<file path="config.mk">
export PLATFORM = sky130hd
export DESIGN_NAME = spi_regbank_periph_flat
export DESIGN_NICKNAME = d
export VERILOG_FILES = /design/src/rtl/spi_regbank_periph_if.sv /design/src/rtl/spi_regbank_periph.sv /design/src/flat_wrapper.sv
export SDC_FILE = /design/constraint.sdc
export NUM_CORES = 1
export LEC_CHECK = 0
export ABC_CLOCK_PERIOD_IN_PS = 4900
export CAP_MARGIN = 20
export CORE_MARGIN = 5
export CORE_UTILIZATION = 24
export CTS_BUF_LIST = sky130_fd_sc_hd__clkbuf_16
export DETAILED_ROUTE_END_ITERATION = 6
export MAX_ROUTING_LAYER = met4
export PLACE_DENSITY = 0.49
export SETUP_SLACK_MARGIN = 0.5
export SLEW_MARGIN = 20
export SYNTH_ARGS = -nofsm -noshare
export SYNTH_HDL_FRONTEND = slang
export SYNTH_SLANG_ARGS = --single-unit
</file>
<file path="constraint.sdc">
create_clock -name clk -period 4.9 [get_ports clk]
set_input_delay 0.98 -clock clk [delete_from_list [all_inputs] [get_ports clk]]
set_output_delay 0.98 -clock clk [all_outputs]
set_load 0.03 [all_outputs]
</file>
<file path="src/rtl/spi_regbank_periph_if.sv">
// SPI pin bundle between a controller and the register-bank peripheral.
// All pins are asynchronous to the peripheral clock.
interface spi_regbank_periph_if;
  logic ncs;
  logic sclk;
  logic copi;
  logic cipo;
  logic cipo_oe;

  modport master (
    output ncs,
    output sclk,
    output copi,
    input  cipo,
    input  cipo_oe
  );

  modport slave (
    input  ncs,
    input  sclk,
    input  copi,
    output cipo,
    output cipo_oe
  );
endinterface

</file>
<file path="src/rtl/spi_regbank_periph.sv">
// Oversampled SPI slave (modes 0-3) in front of a config register bank.
// Frame is [W/R][addr][data], MSB first, committed on chip-select release.
module spi_regbank_periph #(
  parameter int ADDR_W      = 7,
  parameter int DATA_W      = 8,
  parameter int NUM_REGS    = 5,
  parameter int CPOL        = 0,
  parameter int CPHA        = 0,
  parameter int SYNC_STAGES = 2
) (
  input  logic                       clk,
  input  logic                       rst_n,
  spi_regbank_periph_if.slave        spi,
  output logic [NUM_REGS*DATA_W-1:0] regs_flat,
  output logic [NUM_REGS-1:0]        wr_strobe,
  output logic                       frame_err,
  output logic                       addr_err
);
  localparam int FRAME_LEN = 1 + ADDR_W + DATA_W;
  localparam int CNT_W = $clog2(FRAME_LEN + 2);
  localparam logic [CNT_W-1:0] CNT_HDR =
    CNT_W'(ADDR_W);
  localparam logic [CNT_W-1:0] CNT_END =
    CNT_W'(FRAME_LEN);
  localparam logic [CNT_W-1:0] CNT_SAT =
    CNT_W'(FRAME_LEN + 1);
  localparam logic [ADDR_W:0] NREGS =
    (ADDR_W + 1)'(NUM_REGS);
  localparam bit SAMPLE_RISE = (CPOL == CPHA);

  typedef enum logic [1:0] {
    IDLE,
    ADDR,
    WDATA,
    RDATA
  } state_t;

  logic [SYNC_STAGES-1:0] ncs_sync;
  logic [SYNC_STAGES-1:0] sclk_sync;
  logic [SYNC_STAGES-1:0] copi_sync;
  logic ncs_q;
  logic sclk_q;
  logic ncs_s;
  logic sclk_s;
  logic copi_s;
  logic ncs_fall;
  logic ncs_rise;
  logic sclk_rise;
  logic sclk_fall;
  logic sample;
  logic launch;

  state_t               state;
  logic [CNT_W-1:0]     bit_cnt;
  logic [FRAME_LEN-1:0] shift_in;
  logic [FRAME_LEN-1:0] shift_nxt;
  logic [DATA_W-1:0]    shift_out;
  logic [DATA_W-1:0]    rd_data;
  logic [DATA_W-1:0]    regs [NUM_REGS];
  logic                 cipo_q;
  logic                 oe_q;

  logic              hdr_wr;
  logic [ADDR_W-1:0] hdr_addr;
  logic              end_wr;
  logic [ADDR_W-1:0] end_addr;
  logic [DATA_W-1:0] end_data;
  logic              end_len_ok;
  logic              end_in_rng;
  logic              end_bad_len;
  logic              end_bad_addr;
  logic              end_write;

  // Sync chains reset low so a chip select already low at reset
  // release never looks like a frame start.
  always_ff @(posedge clk or negedge rst_n) begin
    if (!rst_n) begin
      ncs_sync  <= '0;
      sclk_sync <= '0;
      copi_sync <= '0;
      ncs_q     <= 1'b0;
      sclk_q    <= 1'b0;
    end else begin
      ncs_sync  <= {ncs_sync[SYNC_STAGES-2:0], spi.ncs};
      sclk_sync <= {sclk_sync[SYNC_STAGES-2:0], spi.sclk};
      copi_sync <= {copi_sync[SYNC_STAGES-2:0], spi.copi};
      ncs_q     <= ncs_s;
      sclk_q    <= sclk_s;
    end
  end

  assign ncs_s     = ncs_sync[SYNC_STAGES-1];
  assign sclk_s    = sclk_sync[SYNC_STAGES-1];
  assign copi_s    = copi_sync[SYNC_STAGES-1];
  assign ncs_fall  = ncs_q & ~ncs_s;
  assign ncs_rise  = ~ncs_q & ncs_s;
  assign sclk_rise = ~sclk_q & sclk_s;
  assign sclk_fall = sclk_q & ~sclk_s;
  assign sample    = SAMPLE_RISE ? sclk_rise : sclk_fall;
  assign launch    = SAMPLE_RISE ? sclk_fall : sclk_rise;

  assign shift_nxt = {shift_in[FRAME_LEN-2:0], copi_s};
  assign hdr_wr    = shift_nxt[ADDR_W];
  assign hdr_addr  = shift_nxt[ADDR_W-1:0];
  assign end_wr    = shift_in[FRAME_LEN-1];
  assign end_addr  = shift_in[DATA_W +: ADDR_W];
  assign end_data  = shift_in[DATA_W-1:0];

  assign end_len_ok   = (bit_cnt == CNT_END);
  assign end_in_rng   = ({1'b0, end_addr} < NREGS);
  assign end_bad_len  = ~end_len_ok;
  assign end_bad_addr = end_len_ok & ~end_in_rng;
  assign end_write    = end_len_ok & end_in_rng & end_wr;

  always_comb begin
    rd_data = '0;
    for (int i = 0; i < NUM_REGS; i++) begin
      if (hdr_addr == ADDR_W'(i)) rd_data = regs[i];
    end
  end

  always_comb begin
    regs_flat = '0;
    for (int i = 0; i < NUM_REGS; i++) begin
      regs_flat[i*DATA_W +: DATA_W] = regs[i];
    end
  end

  assign spi.cipo    = cipo_q;
  assign spi.cipo_oe = oe_q;

  always_ff @(posedge clk or negedge rst_n) begin
    if (!rst_n) begin
      state     <= IDLE;
      bit_cnt   <= '0;
      shift_in  <= '0;
      shift_out <= '0;
      cipo_q    <= 1'b0;
      oe_q      <= 1'b0;
      wr_strobe <= '0;
      frame_err <= 1'b0;
      addr_err  <= 1'b0;
      for (int i = 0; i < NUM_REGS; i++) regs[i] <= '0;
    end else begin
      wr_strobe <= '0;
      frame_err <= 1'b0;
      addr_err  <= 1'b0;
      if (ncs_fall) begin
        state    <= ADDR;
        bit_cnt  <= '0;
        shift_in <= '0;
      end else if (ncs_rise && state != IDLE) begin
        state  <= IDLE;
        cipo_q <= 1'b0;
        oe_q   <= 1'b0;
        unique case (1'b1)
          end_bad_len:  frame_err <= 1'b1;
          end_bad_addr: addr_err  <= 1'b1;
          end_write: begin
            for (int i = 0; i < NUM_REGS; i++) begin
              if (end_addr == ADDR_W'(i)) begin
                regs[i]      <= end_data;
                wr_strobe[i] <= 1'b1;
              end
            end
          end
          default: ;
        endcase
      end else if (state != IDLE && !ncs_s) begin
        if (sample) begin
          shift_in <= shift_nxt;
          if (bit_cnt != CNT_SAT) bit_cnt <= bit_cnt + CNT_W'(1);
          if (state == ADDR && bit_cnt == CNT_HDR) begin
            if (hdr_wr) begin
              state <= WDATA;
            end else begin
              state     <= RDATA;
              shift_out <= rd_data;
              oe_q      <= 1'b1;
            end
          end
        end else if (launch && state == RDATA) begin
          cipo_q    <= shift_out[DATA_W-1];
          shift_out <= shift_out << 1;
        end
      end
    end
  end
endmodule

</file>
<file path="src/flat_wrapper.sv">
// flat-port wrapper written by rule: the top's interface ports become plain ports
module spi_regbank_periph_flat 
#(
  parameter int ADDR_W      = 7,
  parameter int DATA_W      = 8,
  parameter int NUM_REGS    = 5,
  parameter int CPOL        = 0,
  parameter int CPHA        = 0,
  parameter int SYNC_STAGES = 2
)
  (clk, rst_n, regs_flat, wr_strobe, frame_err, addr_err, spi_ncs, spi_sclk, spi_copi, spi_cipo, spi_cipo_oe);
  spi_regbank_periph_if spi_i ();
  input  logic clk;
  input  logic rst_n;
  output logic [NUM_REGS*DATA_W-1:0] regs_flat;
  output logic [NUM_REGS-1:0] wr_strobe;
  output logic frame_err;
  output logic addr_err;
  input wire logic [$bits(spi_i.ncs)-1:0] spi_ncs;
  input wire logic [$bits(spi_i.sclk)-1:0] spi_sclk;
  input wire logic [$bits(spi_i.copi)-1:0] spi_copi;
  output wire logic [$bits(spi_i.cipo)-1:0] spi_cipo;
  output wire logic [$bits(spi_i.cipo_oe)-1:0] spi_cipo_oe;
  assign spi_i.ncs = spi_ncs;
  assign spi_i.sclk = spi_sclk;
  assign spi_i.copi = spi_copi;
  assign spi_cipo = spi_i.cipo;
  assign spi_cipo_oe = spi_i.cipo_oe;
  spi_regbank_periph #(.ADDR_W(ADDR_W), .DATA_W(DATA_W), .NUM_REGS(NUM_REGS), .CPOL(CPOL), .CPHA(CPHA), .SYNC_STAGES(SYNC_STAGES)) u_core (.clk(clk), .rst_n(rst_n), .spi(spi_i), .regs_flat(regs_flat), .wr_strobe(wr_strobe), .frame_err(frame_err), .addr_err(addr_err));
endmodule
</file>
## Word-level counts from Yosys, hierarchy flattened

Index checks and enable logic that the tools add are counted.

- Register bits after elaboration: 88
- Logic and storage cells: 130

- Add/subtract/negate cells: 1
- Order comparisons: 1
- Equal/unequal tests: 18
- Muxes and demuxes: 47
- Bitwise operators: 14
- Reductions and logical operators: 30

Operators with widths:

| cell | number |
|---|---|
| 2-to-1 mux 8 bit | 9 |
| 2-to-1 mux 16 bit | 4 |
| 2-to-1 mux 5 bit | 8 |
| == test 7 x 2 -> 1 bit (second input constant) | 4 |
| AND reduction 4 bit | 7 |
| 2-to-1 mux 1 bit | 21 |
| nonzero test 2 bit | 9 |
| == test 7 x 1 -> 1 bit (second input constant) | 2 |
| == test 7 x 3 -> 1 bit (second input constant) | 2 |
| logical NOT 7 bit | 2 |
| 2-to-1 mux 2 bit | 5 |
| nonzero test 3 bit | 3 |
| != test 2 bit (second input constant) | 4 |
| bitwise AND 1 bit | 7 |
| less-than comparator 7 x 3 -> 1 bit (second input constant) | 1 |
| NOT 1 bit | 7 |
| AND reduction 3 bit | 2 |
| AND reduction 6 bit | 1 |
| adder 5 x 1 -> 5 bit (second input constant) | 1 |
| == test 5 x 3 -> 1 bit (second input constant) | 1 |
| == test 5 bit (second input constant) | 1 |
| != test 5 bit (second input constant) | 1 |
| AND reduction 5 bit | 1 |
| logical AND 1 bit | 4 |
| 4 further kinds | 4 |

## Logic depth before layout (Yosys ltp)

Gate-level depths: netlist of the first run.

- Word-level depth: 9
- Depth in mapped cells: 7
- Gate-level depth less buffers: 6

## Worst setup path before layout of the first run

Ideal clock, no wire load.

- Path type: register -> register
- From: register u_core.state[0]
- To: register u_core.regs (netlist bit u_core.regs_flat[16])
- Arrival time: 1,919 ps
- Slack: 2,857 ps
- Stages on the path, launching flop included: 7
- Path buffers: 1
- Period minus slack after synthesis: 2,043 ps
- Cell sequence: dfrtp_1 > nor2_1 > or3b_1 > clkbuf_1 > nor4_4 > nand3b_2 > mux2_2

- Longest elaborated chain between the ends: 3

Ends and longest elaborated chain:

| element | line | RTL |
|---|---|---|
| start: declaration | spi_regbank_periph.sv:53 | `state_t state;` |
| start signal: assignment | spi_regbank_periph.sv:134 | `state <= IDLE;` |
| start signal: assignment | spi_regbank_periph.sv:149 | `state <= ADDR;` |
| start signal: assignment | spi_regbank_periph.sv:153 | `state <= IDLE;` |
| nonzero test 2 bit | spi_regbank_periph.sv:152 | `end else if (ncs_rise && state != IDLE) begin` |
| logical AND 1 bit | spi_regbank_periph.sv:152 |  |
| AND reduction 4 bit (no line) | n/a |  |
| end signal: indexed assignment | spi_regbank_periph.sv:162 | `regs[i] <= end_data;` |
| end: declaration | spi_regbank_periph.sv:59 | `logic [DATA_W-1:0] regs [NUM_REGS];` |

No other way between the ends.
A chain may end at the register's enable or synchronous reset.

## Worst setup path in the final report of the first run

- From: register u_core.bit_cnt[0]
- To: register u_core.shift_out[1]

- Longest elaborated chain between the ends: 4

Ends and longest elaborated chain:

| element | line | RTL |
|---|---|---|
| start: declaration | spi_regbank_periph.sv:54 | `logic [CNT_W-1:0] bit_cnt;` |
| start signal: assignment | spi_regbank_periph.sv:172 | `if (bit_cnt != CNT_SAT) bit_cnt <= bit_cnt + CNT_W'(1);` |
| == test 5 x 3 -> 1 bit | spi_regbank_periph.sv:173 | `if (state == ADDR && bit_cnt == CNT_HDR) begin` |
| logical AND 1 bit | spi_regbank_periph.sv:173 |  |
| != test 2 bit (no line) | n/a |  |
| AND reduction 6 bit (no line) | n/a |  |
| end signal: assignment | spi_regbank_periph.sv:178 | `shift_out <= rd_data;` |
| end signal: assignment | spi_regbank_periph.sv:184 | `shift_out <= shift_out << 1;` |
| end: declaration | spi_regbank_periph.sv:57 | `logic [DATA_W-1:0] shift_out;` |

No other way between the ends.

==> results.md, run 1 <==
- Post-CTS repair timing setup buffer count: 0
- Area fraction in compound gates after synthesis: a little over a tenth
- Core Box Area: roughly 0.016 sq mm
- Dominant combinational cell family by area after synthesis: simple AND/OR/NAND/NOR gates
- Transition time at the pin with the least slew margin: about 1.1 ns
- Count of instances resized after the clock tree is built: 0
- Sum of overflow across all layers after global routing: 0
- Peak clock frequency supported by timing: approximately 400 MHz
- Worst-Skew Late Latency: between 0.3 and 0.4 ns
- Number of cells on the worst reg-to-reg path: 6
- Final critical-path share of the clock period: approximately half
- Yosys warning count: 0
- Leakage dissipation: between 0.002 and 0.0025 uW
- Length of the first detailed-routing pass in iterations: 4
- Worst hold slack after final layout: between 0.3 and 0.4 ns
- Endpoint required time on the critical path: between 5 and 6 ns
- Horiz. Die Dim: 138 microns
- Unrepaired setup endpoints after global routing: false
- Busiest layer in global routing: met2
- Met2 Resource Use GR: ~17%
- Total negative slack: 0 ns
- Sequential cell area fraction in the yosys report: 56.1%
- Hold violation count in the final report: 0
- Maximum number of buffers from clock root to sink: 2
- Count of different cell masters after synthesis: 45
- Final clock skew: approximately 0.0082 ns
- Number of antenna violations at the first check in global routing: 0
- Drc violations: 0
- Synthesized net count: approximately 370
- Post-synth EDFFs: 0
- Post-detailed-route via-to-cell ratio: approximately 4.5
- Fraction of layout instances using a drive strength above 1: roughly 17%
- Launch point of the worst path: u_core.bit_cnt[0]
- Root Driver: sky130_fd_sc_hd__clkbuf_16
- Power density over cell area: between 300 and 400 mW/mm^2
- Count of state elements after synthesis: 88
- Final layout net count: 420
- Post-synth ARST share: between 90% and 100%
- Core utilization of the finished layout: a little under a third
- Shortest period the worst path allows: ~2.5 ns
- HPWL after detailed placement: between 6 and 7 mm
- Row count: 46
- Post-synthesis xor/xnor area fraction: less than 1%
- DP Worst Slack: 2.37 ns
- FF+latch area: roughly 0.0022 sq mm
- Die boundary height: approximately 140 microns
- Synthesized-area fraction occupied by and/or/nand/nor cells: between 10% and 20%
- Main synth FF type: sky130_fd_sc_hd__dfrtp_1
- Leading cell type in the layout, fill and taps excluded: sky130_fd_sc_hd__dfrtp_1
- P&R area growth vs syn: 26.7%
- CP Launch Type: flop
- Maximum ir drop on the vdd rail: 0.176 mV
- Largest fanout of any net on the critical path: 16
- Total CTS buffers: 9
- Netlist area before placement: between 0.003 and 0.004 sq mm
- Critical path capture point: u_core.shift_out[1]
- Average wire per standard cell: 15.7 microns
- Initial Utilization: around 25%
- Mux share of post-synthesis cell area: between 10 and 15%
- Critical register-to-register path startpoint: u_core.bit_cnt[0]
- Grt met3 use: under 10%
- Average cell area after synthesis: 10.8 sq um
- Worst flop-to-flop path endpoint: u_core.shift_out[1]
- Worst max-slew margin expressed relative to the limit: between 20% and 30%
- Run status: complete, no violations
- Detailed Route WL: 9.93 mm
- Number of vias in the routed layout: roughly 2900
- Max-cap check violation count: 0
- Number of H-tree levels: 3
- Vias in the first global route: 2829
- Number of clock sinks: 88
- Arrival time reported for the critical path endpoint: 2.76 ns
- Remaining number of nets flagged by the antenna check after routing: 0
- Pin count of the biggest net entering global routing: 46
- Type of the most critical hold path: reg -> reg
- Count of input and output buffers: 53
- Post-route setup slack: ~2.4 ns
- All-Layer GR Usage: 11.3%
- Met1 capacity usage during global routing: approximately 15%
- Initial DRC count: approximately 160
- Total power of the final layout: ~1500 uW
- Number of fill cells in the layout: 1671
- Register-to-register setup slack: 2.36 ns
- First-pass GRT wire length: roughly 16 mm
- Number of failing setup endpoints in the final timing report: 0
- Weighted congestion at the end of routability-driven global placement: between 0.8 and 0.9
- Critical Path Sink Type: flop
- Cts hold-fix bufs: 0
- Footprint of the multi-input gates: about 0.0016 sq mm
- Post-synthesis adder-cell area fraction: 0.956%
- Antenna cells: 0
- Clock transition at the registers of the reported paths: around 0.060 ns
- Most used cells in the layout excluding fill and tap cells: sky130_fd_sc_hd__dfrtp_1 (88), sky130_fd_sc_hd__nand2_1 (55), sky130_fd_sc_hd__clkdlybuf4s50_1 (52), sky130_fd_sc_hd__mux2_2 (40), sky130_fd_sc_hd__a21oi_1 (34)
- Count of boundary I/O pins: 54
- Gate count of the mapped netlist: between 300 and 400
- Class of the most critical setup path: reg -> reg
- Count of final max-slew check failures: 0
- Clock tree from TritonCTS: yes
- Die Area: approximately 0.019 sq mm
power breakdown:
part	leakage, uW	switching (uW)	internal, uW	total, uW
clock network	0.000144	286	391	677
logic	0.000769	64.9	24.4	89.3
registers	0.00121	9.20	735	744
total	0.00212	360	1150	1510
logic make-up (layout without fill, tap and decap cells):
kind of cell / count (synthesis) / count (layout)
multiplexers: 43 / 43
AND/OR/NAND/NOR: 120 / 120
XOR/XNOR: 4 / 4
adder cells (fa/ha/maj): 3 / 3
AO/OA/AOI/OAI: 74 / 74
buffers and inverters: 32 / 85
flip-flops: 88 / 88
cells in the mapped netlist, drive strengths merged, types with 2 or more instances:
cell,count,share of area [%]
mux2i,2,0.51
nor4,5,1.6
o22a,7,1.6
ha,3,0.96
nand3,14,1.9
buf,2,0.22
mux2,40,11
nand4b,2,0.45
a21oi,34,4.3
xor2,2,0.45
inv,12,1.1
nor3,3,0.38
xnor2,2,0.45
nand3b,3,0.99
nor3b,3,0.57
nor2b,2,0.32
o21ai,26,3.3
nor2,21,2.0
and3,2,0.32
clkbuf,18,1.7
dfrtp,88,56
nand2,56,5.4
worst min path at each step:
stage / startpoint / end / slack, ns / cells after the start
5_1_grt: u_core.copi_sync[0] / u_core.copi_sync[1] / 0.36 / 0
3_5_place_dp: u_core.copi_sync[0] / u_core.copi_sync[1] / 0.34 / 0
2_1_floorplan: u_core.copi_sync[0] / u_core.copi_sync[1] / 0.33 / 0
4_1_cts: u_core.copi_sync[0] / u_core.copi_sync[1] / 0.35 / 0
6_report: u_core.copi_sync[0] / u_core.copi_sync[1] / 0.35 / 0
3_3_place_gp: u_core.sclk_sync[0] / u_core.sclk_sync[1] / 0.33 / 0
worst max-delay path, stage by stage, from the launching register on:
cell                       delay [ns]
sky130_fd_sc_hd__dfrtp_1         0.43
sky130_fd_sc_hd__ha_1            0.21
sky130_fd_sc_hd__nor4bb_1        0.38
sky130_fd_sc_hd__nand4b_1        0.14
sky130_fd_sc_hd__a21oi_1         0.86
sky130_fd_sc_hd__o21ai_0         0.21
sky130_fd_sc_hd__o22a_1          0.21
stage by stage:
step	area, sq um	cells
2_1_floorplan	3930	364
3_3_place_gp	4680	617
3_5_place_dp	4680	617
4_1_cts	4970	633
5_1_grt	4970	633
6_report	4970	633
flip-flops by register name (all words and copies together), names as in the netlist:
name,flops
u_core.ncs_q,1
u_core.state,2
u_core.frame_err,1
u_core.sclk_sync,2
u_core.addr_err,1
u_core.copi_sync,2
u_core.shift_in,16
u_core.regs_flat,40
u_core.shift_out,8
u_core.ncs_sync,2
u_core.spi.cipo_oe,1
u_core.spi.cipo,1
u_core.bit_cnt,5
u_core.wr_strobe,5
u_core.sclk_q,1
per-layer routing:
layer  wire length [microns]  share of wire (%)
met1                    4760                 48
met5                       0                  0
met4                     131                1.3
met2                    4550                 46
met3                     495                5.0
cell type report:
cell class,instances,share of cell area (%)
clock buffers,9,4.53
clock inverters,7,1.28
inverters,12,0.906
multi-input cells,244,32.3
flip-flops and latches,88,44.3
well taps,216,5.44
repair buffers,57,11.2
(Power assumes the default switching activity.)
==> inputs of run 2 (changes only) <==
--- a/config.mk
+++ b/config.mk
@@ -5,7 +5,7 @@
 export SDC_FILE = /design/constraint.sdc
 export NUM_CORES = 1
 export LEC_CHECK = 0
-export ABC_CLOCK_PERIOD_IN_PS = 4900
+export ABC_CLOCK_PERIOD_IN_PS = 2650
 export CAP_MARGIN = 20
 export CORE_MARGIN = 5
 export CORE_UTILIZATION = 24
==> constraint.sdc (replaced) <==
create_clock -name clk -period 2.65 [get_ports clk]
set_input_delay 0.53 -clock clk [delete_from_list [all_inputs] [get_ports clk]]
set_output_delay 0.53 -clock clk [all_outputs]
set_load 0.03 [all_outputs]
==> run 2 against run 1 <==
Against the previous run: sequential cell count did not move; sequential share of layout area fell by 0.72 points; critical endpoint is now u_core.regs_flat[30]; cell count is 1.1% higher; largest power group unchanged; first-iteration DRC count fell by 6.8%; die area did not move.
==> results.md, run 2 (synthesized netlist as in run 1, its figures left out) <==
- Run status: complete, no violations (unchanged)
- Arrival time reported for the critical path endpoint: 2.30 ns (was 2.76 ns)
- Worst flop-to-flop path endpoint: u_core.regs_flat[30] (was u_core.shift_out[1])
- Count of input and output buffers: 53 (unchanged)
- Number of H-tree levels: 3 (unchanged)
- Post-detailed-route via-to-cell ratio: 4.48 (was 4.52)
- Count of boundary I/O pins: 54 (unchanged)
- Number of clock sinks: 88 (unchanged)
- Clock transition at the registers of the reported paths: 0.06 ns (about the same)
- Die Area: 0.0190 sq mm (unchanged)
- Vias in the first global route: 2905 (was 2829)
- Average wire per standard cell: 15.6 microns (was 15.7 microns)
- DP Worst Slack: 0.329 ns (was 2.37 ns)
- Initial Utilization: 24.6% (unchanged)
- Critical register-to-register path startpoint: u_core.bit_cnt[0] (unchanged)
- CP Launch Type: flop (unchanged)
- Clock tree from TritonCTS: yes (unchanged)
- Maximum number of buffers from clock root to sink: 2 (unchanged)
- Total negative slack: 0 ns (unchanged)
- Row count: 46 (unchanged)
- Unrepaired setup endpoints after global routing: true (was false)
- Remaining number of nets flagged by the antenna check after routing: 0 (unchanged)
- Final layout net count: 427 (was 420)
- Sum of overflow across all layers after global routing: 0 (unchanged)
- Antenna cells: 0 (unchanged)
- Gate power share: 5.7% (was 5.9%)
- Power density over cell area: 544 mW/mm^2 (was 304 mW/mm^2)
- P&R area growth vs syn: 28.8% (was 26.7%)
- Number of failing setup endpoints in the final timing report: 0 (unchanged)
- Register-to-register setup slack: 0.56 ns (was 2.36 ns)
- Endpoint required time on the critical path: 2.86 ns (was 5.12 ns)
- Final critical-path share of the clock period: 78.8% (was 51.9%)
- Final non-filler cell total: 640 (was 633)
- Relative contribution of sequential cells to total power: 50.6% (was 49.3%)
- Critical Path Sink Type: flop (unchanged)
- Fraction of layout instances using a drive strength above 1: 18.2% (was 16.5%)
- Post-route setup slack: 0.563 ns (was 2.36 ns)
- Pin count of the biggest net entering global routing: 49 (was 46)
- Fraction of power spent switching nets: 22.7% (was 23.9%)
- Shortest period the worst path allows: 2.09 ns (was 2.54 ns)
- Worst max-slew margin expressed relative to the limit: 62.8% (was 29.2%)
- Count of final max-slew check failures: 0 (unchanged)
- Horiz. Die Dim: 138 microns (unchanged)
- DP Cell Count: 623 (was 617)
- Length of the first detailed-routing pass in iterations: 5 (was 4)
- Total CTS buffers: 9 (unchanged)
- First-pass GRT wire length: 16.1 mm (was 15.9 mm)
- All-Layer GR Usage: 11.4% (was 11.3%)
- Leading cell type in the layout, fill and taps excluded: sky130_fd_sc_hd__dfrtp_1 (unchanged)
- Weighted congestion at the end of routability-driven global placement: 0.782 (was 0.834)
- Hold violation count in the final report: 0 (unchanged)
- Peak clock frequency supported by timing: 479 MHz (was 393 MHz)
- Sw Pwr: 625 uW (was 360 uW)
- Final clock skew: 0.00528 ns (was 0.00819 ns)
- Clk network pwr share: 43.7% (was 44.8%)
- Detailed Route WL: 9.98 mm (was 9.93 mm)
- Die boundary height: 138 microns (unchanged)
- Internal power summed over all cells: 2120 uW (was 1150 uW)
- Most used cells in the layout excluding fill and tap cells: sky130_fd_sc_hd__dfrtp_1 (87), sky130_fd_sc_hd__nand2_1 (55), sky130_fd_sc_hd__clkdlybuf4s50_1 (52), sky130_fd_sc_hd__mux2_2 (40), sky130_fd_sc_hd__a21oi_1 (34) (was sky130_fd_sc_hd__dfrtp_1 (88), sky130_fd_sc_hd__nand2_1 (55), sky130_fd_sc_hd__clkdlybuf4s50_1 (52), sky130_fd_sc_hd__mux2_2 (40), sky130_fd_sc_hd__a21oi_1 (34))
- Type of the most critical hold path: in -> async (was reg -> reg)
- Maximum ir drop on the vdd rail: 0.274 mV (was 0.176 mV)
- Number of cells on the worst reg-to-reg path: 7 (was 6)
- Number of antenna violations at the first check in global routing: 0 (unchanged)
- Core Box Area: 0.0159 sq mm (unchanged)
- Root Driver: sky130_fd_sc_hd__clkbuf_16 (unchanged)
- Core utilization of the finished layout: 31.7% (was 31.2%)
- Worst hold slack after final layout: 0.189 ns (was 0.350 ns)
- Number of vias in the routed layout: 2865 (was 2863)
- HPWL after detailed placement: 7.04 mm (was 6.85 mm)
- Largest fanout of any net on the critical path: 8 (was 16)
- Largest register FFs: 40 (unchanged)
- Worst-Skew Late Latency: 0.33 ns (was 0.34 ns)
- Cts hold-fix bufs: 0 (unchanged)
- Class of the most critical setup path: reg -> reg (unchanged)
- Max-cap check violation count: 0 (unchanged)
- Drc violations: 0 (unchanged)
- Transition time at the pin with the least slew margin: 0.558 ns (was 1.06 ns)
- Number of fill cells in the layout: 1667 (was 1671)
- Initial DRC count: 151 (was 162)
- Leakage dissipation: 0.00217 uW (was 0.00212 uW)
==> run 2: worst max-delay path, cell delays in order (launching register included) <==
cell and delay [ns]:
sky130_fd_sc_hd__dfrtp_1 0.44, sky130_fd_sc_hd__inv_1 0.08, sky130_fd_sc_hd__ha_1 0.17, sky130_fd_sc_hd__nand3_1 0.22, sky130_fd_sc_hd__nor4_4 0.30, sky130_fd_sc_hd__buf_4 0.19, sky130_fd_sc_hd__nand3_2 0.23, sky130_fd_sc_hd__mux2_2 0.35
==> run 2: final cells by class <==
class / instances / area (sq um) / area share [%]
timing repair buffer: 64 / 623 / 12.3
clock buffer: 9 / 225 / 4.45
clock inverter: 7 / 53.8 / 1.06
multi-input combinational: 244 / 1640 / 32.4
tap: 216 / 270 / 5.34
inverter: 12 / 45.0 / 0.891
sequential: 88 / 2200 / 43.6
==> run 2: what timing repair did <==
action | in CTS | in global routing
resized for setup | 3 | 4
endpoints found under the setup margin | 34 | 34
buffers inserted | 1 | 0
pin swaps | 1 | 1
==> run 2: metal layers <==
metal / vias to the layer above / GRT usage (%) / routed length (microns)
met5: - / - / 0
li1: 1378 / - / -
met3: 11 / 2.43 / 448
met4: 0 / 3.57 / 118
met2: 58 / 17.3 / 4530
met1: 1418 / 15.2 / 4880
==> run 2: stage by stage <==
step / power (uW) / cell area [sq um]
after floorplan: 1490 / 3930
after global placement: 1570 / 4730
after detailed placement: 1570 / 4730
after CTS: 2790 / 5030
after global routing: 2880 / 5060
final: 2750 / 5060
==> run 2: power by group through the flow <==
stage | Sequential [uW] | Clock, uW | Combinational, uW
2_1_floorplan | 1400 | 0 | 95.0
3_3_place_gp | 1420 | 0 | 155
3_5_place_dp | 1420 | 0 | 157
4_1_cts | 1390 | 1240 | 158
5_1_grt | 1400 | 1310 | 178
6_report | 1390 | 1200 | 156
==> run 2: worst max-delay path by stage <==
stage | start | endpoint | slack (ns) | depth (start not counted)
floorplan | u_core.state[0] | u_core.regs_flat[16] | 0.61 | 6
global placement | u_core.ncs_q | u_core.regs_flat[26] | 0.36 | 4
detailed placement | u_core.ncs_q | u_core.regs_flat[17] | 0.33 | 4
CTS | u_core.shift_in[13] | u_core.regs_flat[17] | 0.51 | 6
global route | u_core.bit_cnt[0] | u_core.regs_flat[28] | 0.46 | 7
finish | u_core.bit_cnt[0] | u_core.regs_flat[30] | 0.56 | 7
